===== src/rtl/exc_ctrl_pkg.sv =====
// Shared definitions for the exception controller: MIPS ExcCodes, CP0 register
// indices, FSM state encoding and the latched-exception record.
package exc_ctrl_pkg;

    localparam logic [4:0] EXC_INT  = 5'd0;
    localparam logic [4:0] EXC_TLBL = 5'd2;
    localparam logic [4:0] EXC_TLBS = 5'd3;
    localparam logic [4:0] EXC_ADEL = 5'd4;
    localparam logic [4:0] EXC_ADES = 5'd5;
    localparam logic [4:0] EXC_SYS  = 5'd8;
    localparam logic [4:0] EXC_BP   = 5'd9;
    localparam logic [4:0] EXC_RI   = 5'd10;
    localparam logic [4:0] EXC_OV   = 5'd12;

    localparam int CP0_BADVA  = 8;
    localparam int CP0_STATUS = 12;
    localparam int CP0_CAUSE  = 13;
    localparam int CP0_EPC    = 14;

    typedef logic [1:0] state_t;
    localparam state_t ST_IDLE     = 2'd0;
    localparam state_t ST_COMMIT   = 2'd1;
    localparam state_t ST_REDIRECT = 2'd2;

    typedef struct packed {
        logic       is_eret;
        logic [4:0] code;
        logic       bd;
    } exc_info_t;

    // Address and TLB faults are the only causes that also update BadVAddr.
    function automatic logic writes_badva(input logic [4:0] code);
        return (code == EXC_TLBL) || (code == EXC_TLBS) ||
               (code == EXC_ADEL) || (code == EXC_ADES);
    endfunction

endpackage


===== src/rtl/exc_ctrl_if.sv =====
// Bundle between the MEM/commit stage, CP0 and fetch and the exception
// controller. The controller sits on the slave side.
interface exc_ctrl_if
    import exc_ctrl_pkg::*;
#(
    parameter int WIDTH = 32
);

    logic [7:0]       exc_req;
    logic             commit_valid;
    logic [WIDTH-1:0] commit_pc;
    logic             commit_bd;
    logic [WIDTH-1:0] commit_badva;
    logic             eret;
    logic [5:0]       hw_int;
    logic [WIDTH-1:0] status_in;
    logic [WIDTH-1:0] epc_in;
    logic             redirect_ready;

    logic [31:0]      cp0_we;
    logic [WIDTH-1:0] cp0_epc;
    logic [WIDTH-1:0] cp0_badva;
    logic [4:0]       cp0_exccode;
    logic             cp0_bd;
    logic             cp0_exl;
    logic             flush;
    logic             redirect_valid;
    logic [WIDTH-1:0] redirect_pc;
    logic             busy;

    modport master (
        output exc_req, commit_valid, commit_pc, commit_bd, commit_badva,
               eret, hw_int, status_in, epc_in, redirect_ready,
        input  cp0_we, cp0_epc, cp0_badva, cp0_exccode, cp0_bd, cp0_exl,
               flush, redirect_valid, redirect_pc, busy
    );

    modport slave (
        input  exc_req, commit_valid, commit_pc, commit_bd, commit_badva,
               eret, hw_int, status_in, epc_in, redirect_ready,
        output cp0_we, cp0_epc, cp0_badva, cp0_exccode, cp0_bd, cp0_exl,
               flush, redirect_valid, redirect_pc, busy
    );

endinterface


===== src/rtl/exc_ctrl_prio.sv =====
// Combinational priority encoder: interrupt, then exc_req[0..7], then ERET.
// hit is low when nothing is requested.
module exc_prio
    import exc_ctrl_pkg::*;
(
    input  logic       int_pending,
    input  logic [7:0] exc_req,
    input  logic [1:0] badva_lo,
    input  logic       eret,
    output logic       hit,
    output logic [4:0] code,
    output logic       is_eret
);

    always_comb begin
        hit     = 1'b1;
        code    = EXC_INT;
        is_eret = 1'b0;
        if (int_pending) begin
            code = EXC_INT;
        end else if (exc_req[0]) begin
            code = EXC_ADEL;
        end else if (exc_req[1]) begin
            code = EXC_TLBL;
        end else if (exc_req[2]) begin
            code = EXC_RI;
        end else if (exc_req[3]) begin
            code = EXC_OV;
        end else if (exc_req[4]) begin
            code = EXC_SYS;
        end else if (exc_req[5]) begin
            code = EXC_BP;
        end else if (exc_req[6]) begin
            // Data-load fault: a misaligned address is AdEL, an aligned one a TLB miss.
            code = (badva_lo != 2'b00) ? EXC_ADEL : EXC_TLBL;
        end else if (exc_req[7]) begin
            code = EXC_ADES;
        end else if (eret) begin
            is_eret = 1'b1;
        end else begin
            hit = 1'b0;
        end
    end

endmodule


===== src/rtl/exc_ctrl.sv =====
// Exception/interrupt/ERET controller: IDLE -> COMMIT (one-cycle CP0 write and
// flush) -> REDIRECT (hold new fetch PC until accepted) -> IDLE.
module exc_ctrl
    import exc_ctrl_pkg::*;
#(
    parameter int               WIDTH      = 32,
    parameter logic [WIDTH-1:0] EXC_VECTOR = 32'hBFC00380
)(
    input logic       clk,
    input logic       rst,
    exc_ctrl_if.slave bus
);

    state_t           state_q;
    exc_info_t        info_q;
    logic [WIDTH-1:0] pc_q;
    logic [WIDTH-1:0] badva_q;
    logic [WIDTH-1:0] target_q;

    logic       int_pending;
    logic       prio_hit;
    logic [4:0] prio_code;
    logic       prio_eret;
    logic       trigger;
    logic       in_commit;
    logic       in_redirect;

    assign int_pending = bus.status_in[0] & ~bus.status_in[1] &
                         (|(bus.hw_int & bus.status_in[15:10]));

    exc_prio u_prio (
        .int_pending (int_pending),
        .exc_req     (bus.exc_req),
        .badva_lo    (bus.commit_badva[1:0]),
        .eret        (bus.eret),
        .hit         (prio_hit),
        .code        (prio_code),
        .is_eret     (prio_eret)
    );

    // Requests seen outside IDLE are dropped; the flush replays those instructions.
    assign trigger = (state_q == ST_IDLE) & bus.commit_valid & prio_hit;

    always_ff @(posedge clk) begin
        if (rst) begin
            state_q  <= ST_IDLE;
            info_q   <= '0;
            pc_q     <= '0;
            badva_q  <= '0;
            target_q <= '0;
        end else begin
            case (state_q)
                ST_IDLE: begin
                    if (trigger) begin
                        info_q.is_eret <= prio_eret;
                        info_q.code    <= prio_code;
                        info_q.bd      <= bus.commit_bd;
                        pc_q           <= bus.commit_pc;
                        badva_q        <= bus.commit_badva;
                        state_q        <= ST_COMMIT;
                    end
                end
                ST_COMMIT: begin
                    target_q <= info_q.is_eret ? bus.epc_in : EXC_VECTOR;
                    state_q  <= ST_REDIRECT;
                end
                ST_REDIRECT: begin
                    if (bus.redirect_ready) begin
                        state_q <= ST_IDLE;
                    end
                end
                default: state_q <= ST_IDLE;
            endcase
        end
    end

    // Gated by rst so a reset landing on COMMIT never issues a partial CP0 write.
    assign in_commit   = (state_q == ST_COMMIT) & ~rst;
    assign in_redirect = (state_q == ST_REDIRECT) & ~rst;
    assign bus.busy    = (state_q != ST_IDLE);

    always_comb begin
        bus.cp0_we         = '0;
        bus.cp0_epc        = '0;
        bus.cp0_badva      = '0;
        bus.cp0_exccode    = '0;
        bus.cp0_bd         = 1'b0;
        bus.cp0_exl        = 1'b0;
        bus.flush          = 1'b0;
        bus.redirect_valid = 1'b0;
        bus.redirect_pc    = '0;
        if (in_commit) begin
            bus.flush = 1'b1;
            if (info_q.is_eret) begin
                bus.cp0_we[CP0_STATUS] = 1'b1;
            end else begin
                bus.cp0_we[CP0_EPC]    = 1'b1;
                bus.cp0_we[CP0_CAUSE]  = 1'b1;
                bus.cp0_we[CP0_STATUS] = 1'b1;
                bus.cp0_we[CP0_BADVA]  = writes_badva(info_q.code);
                bus.cp0_epc     = info_q.bd ? (pc_q - WIDTH'(4)) : pc_q;
                bus.cp0_badva   = badva_q;
                bus.cp0_exccode = info_q.code;
                bus.cp0_bd      = info_q.bd;
                bus.cp0_exl     = 1'b1;
            end
        end
        if (in_redirect) begin
            bus.redirect_valid = 1'b1;
            bus.redirect_pc    = target_q;
        end
    end

endmodule


===== src/flat_wrapper.sv =====
// flat-port wrapper written by rule: the top's interface ports become plain ports
module exc_ctrl_flat import exc_ctrl_pkg::*;
#(
    parameter int               WIDTH      = 32,
    parameter logic [WIDTH-1:0] EXC_VECTOR = 32'hBFC00380
)
  (clk, rst, bus_exc_req, bus_commit_valid, bus_commit_pc, bus_commit_bd, bus_commit_badva, bus_eret, bus_hw_int, bus_status_in, bus_epc_in, bus_redirect_ready, bus_cp0_we, bus_cp0_epc, bus_cp0_badva, bus_cp0_exccode, bus_cp0_bd, bus_cp0_exl, bus_flush, bus_redirect_valid, bus_redirect_pc, bus_busy);
  exc_ctrl_if #(.WIDTH(WIDTH)) bus_i ();
  input logic clk;
  input logic rst;
  input wire logic [$bits(bus_i.exc_req)-1:0] bus_exc_req;
  input wire logic [$bits(bus_i.commit_valid)-1:0] bus_commit_valid;
  input wire logic [$bits(bus_i.commit_pc)-1:0] bus_commit_pc;
  input wire logic [$bits(bus_i.commit_bd)-1:0] bus_commit_bd;
  input wire logic [$bits(bus_i.commit_badva)-1:0] bus_commit_badva;
  input wire logic [$bits(bus_i.eret)-1:0] bus_eret;
  input wire logic [$bits(bus_i.hw_int)-1:0] bus_hw_int;
  input wire logic [$bits(bus_i.status_in)-1:0] bus_status_in;
  input wire logic [$bits(bus_i.epc_in)-1:0] bus_epc_in;
  input wire logic [$bits(bus_i.redirect_ready)-1:0] bus_redirect_ready;
  output wire logic [$bits(bus_i.cp0_we)-1:0] bus_cp0_we;
  output wire logic [$bits(bus_i.cp0_epc)-1:0] bus_cp0_epc;
  output wire logic [$bits(bus_i.cp0_badva)-1:0] bus_cp0_badva;
  output wire logic [$bits(bus_i.cp0_exccode)-1:0] bus_cp0_exccode;
  output wire logic [$bits(bus_i.cp0_bd)-1:0] bus_cp0_bd;
  output wire logic [$bits(bus_i.cp0_exl)-1:0] bus_cp0_exl;
  output wire logic [$bits(bus_i.flush)-1:0] bus_flush;
  output wire logic [$bits(bus_i.redirect_valid)-1:0] bus_redirect_valid;
  output wire logic [$bits(bus_i.redirect_pc)-1:0] bus_redirect_pc;
  output wire logic [$bits(bus_i.busy)-1:0] bus_busy;
  assign bus_i.exc_req = bus_exc_req;
  assign bus_i.commit_valid = bus_commit_valid;
  assign bus_i.commit_pc = bus_commit_pc;
  assign bus_i.commit_bd = bus_commit_bd;
  assign bus_i.commit_badva = bus_commit_badva;
  assign bus_i.eret = bus_eret;
  assign bus_i.hw_int = bus_hw_int;
  assign bus_i.status_in = bus_status_in;
  assign bus_i.epc_in = bus_epc_in;
  assign bus_i.redirect_ready = bus_redirect_ready;
  assign bus_cp0_we = bus_i.cp0_we;
  assign bus_cp0_epc = bus_i.cp0_epc;
  assign bus_cp0_badva = bus_i.cp0_badva;
  assign bus_cp0_exccode = bus_i.cp0_exccode;
  assign bus_cp0_bd = bus_i.cp0_bd;
  assign bus_cp0_exl = bus_i.cp0_exl;
  assign bus_flush = bus_i.flush;
  assign bus_redirect_valid = bus_i.redirect_valid;
  assign bus_redirect_pc = bus_i.redirect_pc;
  assign bus_busy = bus_i.busy;
  exc_ctrl #(.WIDTH(WIDTH), .EXC_VECTOR(EXC_VECTOR)) u_core (.clk(clk), .rst(rst), .bus(bus_i));
endmodule

===== config.mk =====
export PLATFORM = sky130hd
export DESIGN_NAME = exc_ctrl_flat
export DESIGN_NICKNAME = d
export VERILOG_FILES = /design/src/rtl/exc_ctrl_pkg.sv /design/src/rtl/exc_ctrl_if.sv /design/src/rtl/exc_ctrl_prio.sv /design/src/rtl/exc_ctrl.sv /design/src/flat_wrapper.sv
export SDC_FILE = /design/constraint.sdc
export NUM_CORES = 1
export LEC_CHECK = 0
export BUFFER_PORTS_ARGS = -buffer_cell sky130_fd_sc_hd__buf_2
export CAP_MARGIN = 20
export CORE_MARGIN = 8
export CORE_UTILIZATION = 35
export CTS_CLUSTER_DIAMETER = 60
export DETAILED_ROUTE_END_ITERATION = 10
export GPL_TIMING_DRIVEN = 1
export PLACE_DENSITY = 0.62
export SLEW_MARGIN = 20
export SYNTH_ARGS = -nofsm -noshare
export SYNTH_HDL_FRONTEND = slang
export SYNTH_SLANG_ARGS = --single-unit

===== constraint.sdc =====
create_clock -name clk -period 3 [get_ports clk]
set_input_delay 0.6 -clock clk [delete_from_list [all_inputs] [get_ports clk]]
set_output_delay 0.6 -clock clk [all_outputs]
set_load 0.005 [all_outputs]

==> results.cfg <==
[sta]
finalHoldViolations = 0
max_slew_margin = 0.644
finalCritPeriodShare = 0.976
maxSlewViolCount = 0
fin_crit_ns = 2.93
fin_ws_ns = 0.0732
setup_viol = 0
hold_ws_ns = 0.441
worst_pin_slew_ns = 0.533
fmax_ghz = 0.342
clock-skew-final_ns = 0.00514

[clock_tree]
cts_tree = done
cts_buffers = 9
clock_sink_count = 104
cts_buffer_depth = 2
clkTransAtPathRegs_ns = 0.07
root_buffer = clkbuf_16
htreeDepth = 3
hold_buffers = 0
clkLatencyLatePin_ns = 0.35

[placed_design]
place_area_mm2 = 0.00706
dp_cells = 1145
place.port_buffers = 232
gp_congestion = 0.804
dp_slack_ns = 0.340
dp_hpwl_um = 13100

[yosys]
synth_cell_types = 50
netlist_instances = 727
synth_enable_flop_cells = 0
ys.flop_type = dfxtp_1
synth.most_common_cell = nand2_1
synthArstFlopShare = 0
postSynthAreaPerCell_um2 = 7.94
ys_warn_count = 0
netlist_top_cells_area = dfxtp_1, mux2i_1, nand2_1
yosysTopAreaCell = dfxtp_1
synth_common_cells = nand2_1, dfxtp_1, and2_1, mux2i_1, buf_4
yosysTopAreaCellShare = 0.361
synth_area_mm2 = 0.00577
synth.ff_latch_count = 104
yosysSeqAreaShare = 0.361

[setup_path]
critPathKind = flip-flop to primary output
worst_path_dominant_cell_family = simple AND/OR/NAND/NOR gates
slowest_delay_ns = 0.55
cp_slowest_cell = or4_4
r2r_slack_ns = 1.04
end_kind = primary output
crit_required_ns = 2.40
path_common_cell = or4_4
startpoint_type = flip-flop
critPathBufInv = 1
crit_fanout = 4
critical_path.cell_chain = or4_4 -> or3_4 -> or4_4 -> a21oi_2 -> buf_2
critPathArrivalTime_ns = 2.33

[detailed_routing]
wl_met1_um = 7380
dr_wl_met2_um = 8140
wl_met3_um = 1650
wl_per_cell_um = 15.1
top_layer_used = met5
num_vias = 5496
ant_nets = 0
drc = 0
dr.pass1.iters = 5
drt-total-wl_um = 17600
drt_iter0_drc = 195
routed_via_density = 4.72

[power]
pwr_density_cell_mw_per_mm2 = 481
ir_drop_v = 0.000331
finalPower_mw = 3.60
leakagePower_nw = 3.56

[finish]
area_delta_synth_final_pct = 29.5
finalInstanceArea_mm2 = 0.00747
fin_nets = 1088
fin_cells = 1165
drive_gt1_frac = 0.316

[global_route]
antenna_found_initial = 4
grt_max_degree = 70
grt_pass1_vias = 5450
grt_pass1_wl_um = 27700
grt_use_total = 0.167
globalRouteOverflowTotal = 0

[run]
cap_violations = 0

[floorplanning]
start_util = 0.353
core_area_mm2 = 0.0163
row_count = 47
die-area_mm2 = 0.0209
die_w_um = 144
die_h_um = 144
io_pins = 286

[status]
status = finished, final reports clean

[hold_path]
min_path_type = input port to flip-flop
-- layout make-up --
| class | count | area [um2] |
|---|---|---|
| clock buffers | 10 | 229 |
| flip-flops and latches | 104 | 2090 |
| multi-input cells | 559 | 3340 |
| clock inverters | 6 | 116 |
| well taps | 220 | 275 |
| diodes | 1 | 2.50 |
| fillers | 1694 | 8870 |
| repair buffers | 256 | 1390 |
| inverters | 9 | 36.3 |
-- routing by layer --
metal	up-vias	global-route usage
li1	2803	-
met1	2485	0.193
met2	170	0.273
met3	32	0.0677
met4	6	0.0586
met5	-	0
-- worst paths after layout --
path | startpoint | endpoint | cells after the start
max reg2reg | u_core.state_q[1] | u_core.info_q[2] | 4
min | bus_redirect_ready | u_core.state_q[1] | 2
max | u_core.pc_q[19] | bus_cp0_epc[27] | 5
min reg2reg | u_core.target_q[15] | u_core.target_q[15] | 2
-- kinds of logic after synthesis --
group / synth area share
compound gates: 0.0702
simple gates: 0.338
buf+inv: 0.0891
flops: 0.361
other cells: 0.000650
mux: 0.120
xor+xnor: 0.0197
fa+ha+maj: 0.00217
-- flip-flops by register name (all words and copies together) (netlist names) --
register,cells
u_core.badva_q,32
u_core.pc_q,32
u_core.target_q,32
u_core.info_q,6
u_core.state_q,2
-- per-stage QoR --
| stage | util | TNS [ns] |
|---|---|---|
| 2_1_floorplan | - | 0 |
| 3_3_place_gp | 0.432 | 0 |
| 3_5_place_dp | 0.432 | 0 |
| 4_1_cts | 0.455 | 0 |
| 5_1_grt | 0.457 | -0.00499 |
| 6_report | 0.457 | 0 |
-- report_power, final --
group	leakage, nW	internal [mW]	switching (mW)
sequential	0.854	1.48	0.0800
combinational	2.55	0.307	0.360
clock	0.161	0.823	0.549
-- cells in the final DEF (no fill, tap or decap), types with 15 or more instances in the layout --
master / n
a21oi_1: 36
buf_2: 232
mux2i_1: 69
conb_1: 29
dfxtp_1: 100
nand2_1: 160
buf_4: 20
and2_1: 71
nor3_1: 22
nor3b_1: 15
nor2_1: 34
nand3_1: 24
-- repair_timing --
| item | 4_1_cts | 5_1_grt |
|---|---|---|
| resized for setup | 2 | 10 |
| endpoints found under the setup margin | 5 | 9 |
| setup buffers | 2 | 1 |
| pin swaps | 1 | 2 |
Note: power is estimated with default switching activity, not from simulation.
